File: config.mk
export PLATFORM = sky130hd
export DESIGN_NAME = cmp_minmax
export DESIGN_NICKNAME = d
export VERILOG_FILES = /design/src/rtl/cmp_pkg.sv /design/src/rtl/cmplt.sv /design/src/rtl/cmp_minmax.sv
export SDC_FILE = /design/constraint.sdc
export NUM_CORES = 1
export LEC_CHECK = 0
export ABC_AREA = 1
export CORE_MARGIN = 2
export CORE_UTILIZATION = 48
export CTS_CLUSTER_DIAMETER = 60
export CTS_CLUSTER_SIZE = 28
export DETAILED_ROUTE_END_ITERATION = 10
export HOLD_SLACK_MARGIN = 0.02
export PLACE_DENSITY_LB_ADDON = 0.25
export SYNTH_ARGS = -nofsm -noshare
export SYNTH_HDL_FRONTEND = slang
export SYNTH_HIERARCHICAL = 1
export SYNTH_SLANG_ARGS = --single-unit
File: constraint.sdc
create_clock -name clk -period 2.2 [get_ports clk]
set_clock_uncertainty 0.15 [all_clocks]
set_input_delay 0.33 -clock clk [delete_from_list [all_inputs] [get_ports clk]]
set_output_delay 0.33 -clock clk [all_outputs]
set_load 0.01 [all_outputs]
File: src/rtl/cmp_pkg.sv
// Shared constants and types for the frame min/max tracker.
// The FSM state encoding lives here so the comparator and top agree on it.
package cmp_pkg;

    typedef enum logic {
        ACC = 1'b0,
        OUT = 1'b1
    } state_t;

    localparam int unsigned DEF_WIDTH     = 32;
    localparam int unsigned DEF_CNT_WIDTH = 16;

endpackage

File: src/rtl/cmplt.sv
// Dual-mode strict less-than comparator: o_lt = (i_a < i_b).
// i_signed selects two's-complement (1) or unsigned (0) ordering.
module cmplt
    import cmp_pkg::*;
#(
    parameter int unsigned WIDTH = DEF_WIDTH
) (
    input  logic [WIDTH-1:0] i_a,
    input  logic [WIDTH-1:0] i_b,
    input  logic             i_signed,
    output logic             o_lt
);

    logic [WIDTH-1:0] w_a;
    logic [WIDTH-1:0] w_b;

    // Flipping the sign bit maps two's-complement order onto unsigned order.
    always_comb begin
        w_a            = i_a;
        w_b            = i_b;
        w_a[WIDTH-1]   = i_a[WIDTH-1] ^ i_signed;
        w_b[WIDTH-1]   = i_b[WIDTH-1] ^ i_signed;
    end

    assign o_lt = (w_a < w_b);

endmodule

File: src/rtl/cmp_minmax.sv
// Per-frame minimum/maximum tracker with earliest-occurrence indices.
// Accepts one sample per cycle in ACC, presents the frame result in OUT.
module cmp_minmax
    import cmp_pkg::*;
#(
    parameter int unsigned WIDTH     = DEF_WIDTH,
    parameter int unsigned CNT_WIDTH = DEF_CNT_WIDTH
) (
    input  logic                 clk,
    input  logic                 rst_n,
    input  logic                 is_signed,
    input  logic [CNT_WIDTH-1:0] frame_len,
    input  logic                 in_valid,
    output logic                 in_ready,
    input  logic [WIDTH-1:0]     in_data,
    output logic                 out_valid,
    input  logic                 out_ready,
    output logic [WIDTH-1:0]     out_min,
    output logic [WIDTH-1:0]     out_max,
    output logic [CNT_WIDTH-1:0] out_min_idx,
    output logic [CNT_WIDTH-1:0] out_max_idx
);

    state_t               r_state;
    state_t               w_next_state;

    logic [CNT_WIDTH-1:0] r_cnt;
    logic [CNT_WIDTH-1:0] r_last_idx;
    logic                 r_signed;
    logic [WIDTH-1:0]     r_min;
    logic [WIDTH-1:0]     r_max;
    logic [CNT_WIDTH-1:0] r_min_idx;
    logic [CNT_WIDTH-1:0] r_max_idx;

    logic                 w_accept;
    logic                 w_first;
    logic [CNT_WIDTH-1:0] w_last_idx;
    logic                 w_is_last;
    logic                 w_lt_min;
    logic                 w_gt_max;

    assign in_ready  = (r_state == ACC);
    assign out_valid = (r_state == OUT);
    assign w_accept  = in_valid && in_ready;
    assign w_first   = (r_cnt == '0);

    // On index 0 the live frame_len decides the end; afterwards the latched copy does.
    assign w_last_idx = w_first ? ((frame_len == '0) ? '0 : frame_len - CNT_WIDTH'(1))
                                : r_last_idx;
    assign w_is_last  = (r_cnt == w_last_idx);

    cmplt #(.WIDTH(WIDTH)) u_lt_min (
        .i_a      (in_data),
        .i_b      (r_min),
        .i_signed (r_signed),
        .o_lt     (w_lt_min)
    );

    cmplt #(.WIDTH(WIDTH)) u_gt_max (
        .i_a      (r_max),
        .i_b      (in_data),
        .i_signed (r_signed),
        .o_lt     (w_gt_max)
    );

    always_ff @(posedge clk or negedge rst_n) begin
        if (!rst_n) begin
            r_state <= ACC;
        end else begin
            r_state <= w_next_state;
        end
    end

    always_comb begin
        w_next_state = r_state;
        case (r_state)
            ACC: if (w_accept && w_is_last) w_next_state = OUT;
            OUT: if (out_ready)             w_next_state = ACC;
            default:                        w_next_state = ACC;
        endcase
    end

    always_ff @(posedge clk or negedge rst_n) begin
        if (!rst_n) begin
            r_cnt      <= '0;
            r_last_idx <= '0;
            r_signed   <= 1'b0;
            r_min      <= '0;
            r_max      <= '0;
            r_min_idx  <= '0;
            r_max_idx  <= '0;
        end else if (w_accept) begin
            r_cnt <= w_is_last ? '0 : r_cnt + CNT_WIDTH'(1);
            if (w_first) begin
                r_signed   <= is_signed;
                r_last_idx <= w_last_idx;
                r_min      <= in_data;
                r_max      <= in_data;
                r_min_idx  <= '0;
                r_max_idx  <= '0;
            end else begin
                if (w_lt_min) begin
                    r_min     <= in_data;
                    r_min_idx <= r_cnt;
                end
                if (w_gt_max) begin
                    r_max     <= in_data;
                    r_max_idx <= r_cnt;
                end
            end
        end
    end

    // Running registers double as the result: nothing writes them while in OUT.
    assign out_min     = r_min;
    assign out_max     = r_max;
    assign out_min_idx = r_min_idx;
    assign out_max_idx = r_max_idx;

endmodule

==> impl_metrics.xml <==
<?xml version="1.0" encoding="UTF-8"?>
<metrics>
  <group name="status">
    <metric name="outcome" unit="">complete, but fails checks</metric>
    <metric name="failed_checks" unit="">setup timing</metric>
  </group>
  <group name="worst_setup_path">
    <metric name="r2r-end" unit="">out_min[31]</metric>
    <metric name="setup.worst_path.class" unit="">flop to flop</metric>
    <metric name="critPathRequiredTime" unit="ns">2.30</metric>
    <metric name="largest_fanout_on_the_critical_path" unit="">5</metric>
    <metric name="crit_cells" unit="">15</metric>
    <metric name="timing.critical_path.buf_inv" unit="">3</metric>
    <metric name="arrival" unit="ns">3.03</metric>
    <metric name="crit_path_start" unit="">out_min[5]</metric>
    <metric name="crit_path_max_incr_delay" unit="ns">0.40</metric>
    <metric name="crit_path_cell_trace" unit="">inv_1, ha_1, a21oi_1, nor2_1, nor3_2, nand2_1, nand2_1, nand2_1, a21oi_2, nand2_1, nand2_4, inv_6, buf_4, nand2_1, nand2_1</metric>
    <metric name="worst-r2r-setup-slack" unit="ns">-0.73</metric>
    <metric name="critical_path.top_delay_family" unit="">simple AND/OR/NAND/NOR gates</metric>
    <metric name="worstSetupEndpointType" unit="">flop</metric>
    <metric name="regToRegStartpoint" unit="">out_min[5]</metric>
    <metric name="cp_common_cell" unit="">sky130_fd_sc_hd__nand2_1</metric>
    <metric name="critical_path.slowest_cell" unit="">sky130_fd_sc_hd__dfrtp_1</metric>
    <metric name="rr_worst_depth" unit="">15</metric>
    <metric name="critPathCapture" unit="">out_min[31]</metric>
    <metric name="worst_setup_start_kind" unit="">flop</metric>
  </group>
  <group name="yosys">
    <metric name="synth_seq_area_share" unit="%">40.29</metric>
    <metric name="compound_gate_fraction_of_synth_area" unit="%">6.183</metric>
    <metric name="synth_simple_gate_area_share" unit="%">32.84</metric>
    <metric name="biggest_area_consumer_among_synthesized_cells" unit="">sky130_fd_sc_hd__dfrtp_1</metric>
    <metric name="post_synth_num_cell_types" unit="">35</metric>
    <metric name="synthCells" unit="">1111</metric>
    <metric name="synth.cell_area" unit="mm^2">0.008074</metric>
    <metric name="synth_warnings" unit="">6</metric>
    <metric name="postSynthAreaPerCell" unit="um^2">7.267</metric>
    <metric name="yosys_most_used_dff" unit="">sky130_fd_sc_hd__dfrtp_1</metric>
    <metric name="synth_top_cells_by_area" unit="">sky130_fd_sc_hd__dfrtp_1, sky130_fd_sc_hd__nand2_1, sky130_fd_sc_hd__ha_1</metric>
    <metric name="syn_nets" unit="">1230</metric>
    <metric name="synth-seq-cells" unit="">130</metric>
    <metric name="proportion_of_register_bits_with_asynchronous_set_or_reset_after_synthesis" unit="%">100.0</metric>
    <metric name="main_combinational_cell_family_by_area_after_synthesis" unit="">simple AND/OR/NAND/NOR gates</metric>
    <metric name="mux_share_of_post_synthesis_cell_area" unit="%">0</metric>
    <metric name="synth_xor_xnor_area_share" unit="%">1.627</metric>
    <metric name="synth_top_cell_area_share" unit="%">40.29</metric>
    <metric name="post_synth_fa_ha_maj_area_fraction" unit="%">10.23</metric>
    <metric name="synth-edff-count" unit="">0</metric>
  </group>
  <group name="power_and_ir_drop">
    <metric name="total_power" unit="W">0.01621</metric>
    <metric name="powerDensity" unit="mW/mm^2">1248</metric>
    <metric name="power_leakage" unit="nW">6.768</metric>
    <metric name="worst_vdd_drop" unit="mV">0.8318</metric>
  </group>
  <group name="die">
    <metric name="io_pins" unit="">151</metric>
    <metric name="height_of_the_chip" unit="um">133.7</metric>
    <metric name="fp.dieArea" unit="mm^2">0.01787</metric>
    <metric name="initial_standard_cell_utilization_of_the_core" unit="%">48.86</metric>
    <metric name="die_w" unit="um">133.7</metric>
    <metric name="placementRows" unit="">47</metric>
    <metric name="floorplan.core_area" unit="mm^2">0.01652</metric>
  </group>
  <group name="cts">
    <metric name="h-tree-depth" unit="">4</metric>
    <metric name="cts_root_buf" unit="">sky130_fd_sc_hd__clkbuf_16</metric>
    <metric name="insertion_delay" unit="ns">0.44</metric>
    <metric name="cts_sinks" unit="">130</metric>
    <metric name="cts_tree" unit="">yes</metric>
    <metric name="cts-buffers-inserted" unit="">17</metric>
    <metric name="cts.path.max_buffers" unit="">2</metric>
    <metric name="path_clk_slew" unit="ns">0.07</metric>
  </group>
  <group name="final_layout">
    <metric name="multi_input_comb_area" unit="mm^2">0.004862</metric>
    <metric name="layout-drive-gt1-share" unit="%">30.08</metric>
    <metric name="nNetsFinal" unit="">1552</metric>
    <metric name="antennaDiodeCount" unit="">0</metric>
    <metric name="finished_layout_cells" unit="">1666</metric>
    <metric name="layout.area.seq" unit="mm^2">0.003254</metric>
    <metric name="syn2layout_area_growth" unit="%">60.92</metric>
    <metric name="commonest_cells_after_routing_fill_and_taps_aside" unit="">sky130_fd_sc_hd__nand2_1, sky130_fd_sc_hd__clkdlybuf4s50_1, sky130_fd_sc_hd__buf_4</metric>
    <metric name="final_common_cell" unit="">sky130_fd_sc_hd__nand2_1</metric>
    <metric name="fill_cells" unit="">985</metric>
  </group>
  <group name="grt">
    <metric name="number_of_antenna_violations_at_the_first_check_in_global_routing" unit="">1</metric>
    <metric name="first_global_vias" unit="">8555</metric>
    <metric name="globalRouteOverflowTotal" unit="">0</metric>
    <metric name="grt_start_max_net_pins" unit="">95</metric>
    <metric name="global_route_wire_length_before_repair" unit="mm">41.56</metric>
    <metric name="grt_use_total" unit="%">29.63</metric>
  </group>
  <group name="timing">
    <metric name="slew_viol_final" unit="">0</metric>
    <metric name="setup_ws" unit="ns">-0.7284</metric>
    <metric name="timing_hold_violations_final" unit="">0</metric>
    <metric name="max_freq" unit="GHz">0.3415</metric>
    <metric name="grt_setup_unrepaired" unit="">yes</metric>
    <metric name="finalSetupViolCount" unit="">113</metric>
    <metric name="post-route-min-period" unit="ns">2.928</metric>
    <metric name="post-route-period-util" unit="%">133.1</metric>
    <metric name="timing.max_slew.rel_slack" unit="%">64.20</metric>
    <metric name="setup_tns" unit="ns">-52.77</metric>
    <metric name="tightestPinTransition" unit="ns">0.5370</metric>
  </group>
  <group name="placed_design">
    <metric name="detailed_place_hpwl" unit="mm">16.87</metric>
    <metric name="place_worst_setup_slack" unit="ns">-0.6311</metric>
    <metric name="numPlacedInstances" unit="">1603</metric>
    <metric name="gp_congestion" unit="">0.8940</metric>
    <metric name="port_buffers" unit="">150</metric>
  </group>
  <group name="route">
    <metric name="detailedRoute.firstPassIterationCount" unit="">7</metric>
    <metric name="route.detailed.wl_per_inst" unit="um">19.64</metric>
    <metric name="route.vias.total" unit="">9274</metric>
    <metric name="remaining_drc_errors" unit="">0</metric>
    <metric name="number_of_design_rule_violations_left_by_the_first_detailed_router_iteration" unit="">847</metric>
    <metric name="detail_route.vias_per_cell" unit="">5.567</metric>
    <metric name="postRouteWirelength" unit="mm">32.72</metric>
    <metric name="drt.antenna.violating_nets" unit="">0</metric>
  </group>
  <group name="hold_path">
    <metric name="worstHoldPathType" unit="">input port to flop</metric>
    <metric name="hp-start" unit="">in_data[1]</metric>
  </group>
  <group name="flow_run">
    <metric name="number_of_max_cap_violations" unit="">0</metric>
  </group>
</metrics>
==> cells in the mapped netlist (2+ instances only) <==
library cell               instances
sky130_fd_sc_hd__ha_1             66
sky130_fd_sc_hd__dfrtp_1         130
sky130_fd_sc_hd__nand2_4          10
sky130_fd_sc_hd__o21a_1            5
sky130_fd_sc_hd__nand3_1          49
sky130_fd_sc_hd__nor3_2            4
sky130_fd_sc_hd__clkbuf_1         21
sky130_fd_sc_hd__xor2_1           11
sky130_fd_sc_hd__nand4_1           6
sky130_fd_sc_hd__inv_1           136
sky130_fd_sc_hd__nor3_1            7
sky130_fd_sc_hd__xnor2_1           4
sky130_fd_sc_hd__nand2_1         454
sky130_fd_sc_hd__o21ai_0          51
sky130_fd_sc_hd__nor2_2            5
sky130_fd_sc_hd__nand2_2           3
sky130_fd_sc_hd__nor2_4            4
sky130_fd_sc_hd__buf_2             3
sky130_fd_sc_hd__nor2_1           70
sky130_fd_sc_hd__or2_2             3
sky130_fd_sc_hd__nand3_2           5
sky130_fd_sc_hd__and3_1            2
sky130_fd_sc_hd__a21oi_2           4
sky130_fd_sc_hd__inv_2            17
sky130_fd_sc_hd__o21ai_1           2
sky130_fd_sc_hd__buf_6             2
sky130_fd_sc_hd__a21oi_1          29
==> routing by layer <==
metal | vias up | track usage, % | part of all wire (%)
li1 | 4100 | - | -
met1 | 4346 | 34.85 | 35
met2 | 586 | 52.55 | 48
met3 | 240 | 6.393 | 8.1
met4 | 2 | 12.12 | 8.3
met5 | - | 0 | 0.040
==> what timing repair did <==
item                       in CTS  in global routing
hold endpoints to repair      130                  0
buffers inserted                9                  1
setup endpoints to repair     113                113
pin swaps                      24                 45
gates cloned                    8                 13
hold buffers                    1                  0
resized for setup             102                194
==> worst reg2reg max path: cells and delay by family, from the launching register on <==
| kind | cells | cell delay, ns |
|---|---|---|
| flip-flops | 1 | 0.40 |
| adder cells (fa/ha/maj) | 1 | 0.31 |
| AO/OA/AOI/OAI | 2 | 0.35 |
| AND/OR/NAND/NOR | 9 | 1.21 |
| buffers and inverters | 3 | 0.32 |
==> flip-flops by register name, indices dropped and copies added (netlist names) <==
register and flops:
out_min_idx 16, out_max_idx 16, out_min 32, r_last_idx 16, r_signed 1, out_valid 1
r_cnt 16, out_max 32
==> logic make-up (layout without fill, tap and decap cells) <==
logic type,Yosys count,in the layout
adders and majority gates,66,66
AOI/OAI and AO/OA,93,93
DFF,130,130
xor gates and xnor gates,15,15
buffers and inverters,181,516
and+or+nand+nor,626,626
==> how the worst min path moves through the flow <==
stage          slack, ns  cells after the start           to
6_report            0.10                      3   out_max[1]
5_1_grt             0.12                      3   out_min[1]
4_1_cts             0.30                      2    out_valid
3_5_place_dp        0.27                      2  out_min[19]
3_3_place_gp        0.28                      2  out_min[19]
2_1_floorplan      -0.12                      0   out_max[0]
==> report_power, final <==
part / total [W] / leakage, nW / switching [W] / internal (W)
clock: 0.00290 / 0.284 / 0.00122 / 0.00168
sequential: 0.00420 / 1.62 / 0.000907 / 0.00329
combinational: 0.00911 / 4.86 / 0.00470 / 0.00441
total: 0.0162 / 6.77 / 0.00684 / 0.00937
==> cell type report <==
cell class	count	area share (%)
multi-input cells	800	37.42
repair buffers	330	26.24
flip-flops and latches	130	25.05
inverters	153	4.594
clock buffers	17	3.274
well taps	220	2.119
clock inverters	15	1.233
repair inverters	1	0.06741
==> through the flow <==
step,utilization [%],area (um^2),hold slack [ns]
floorplan,-,8109,-0.1156
detailed placement,66.03,10910,0.2750
global route,78.63,12990,0.1151
CTS,73.05,12070,0.3044
finish,78.63,12990,0.1006
global placement,66.03,10910,0.2753
Note: power is estimated with default switching activity, not from simulation.
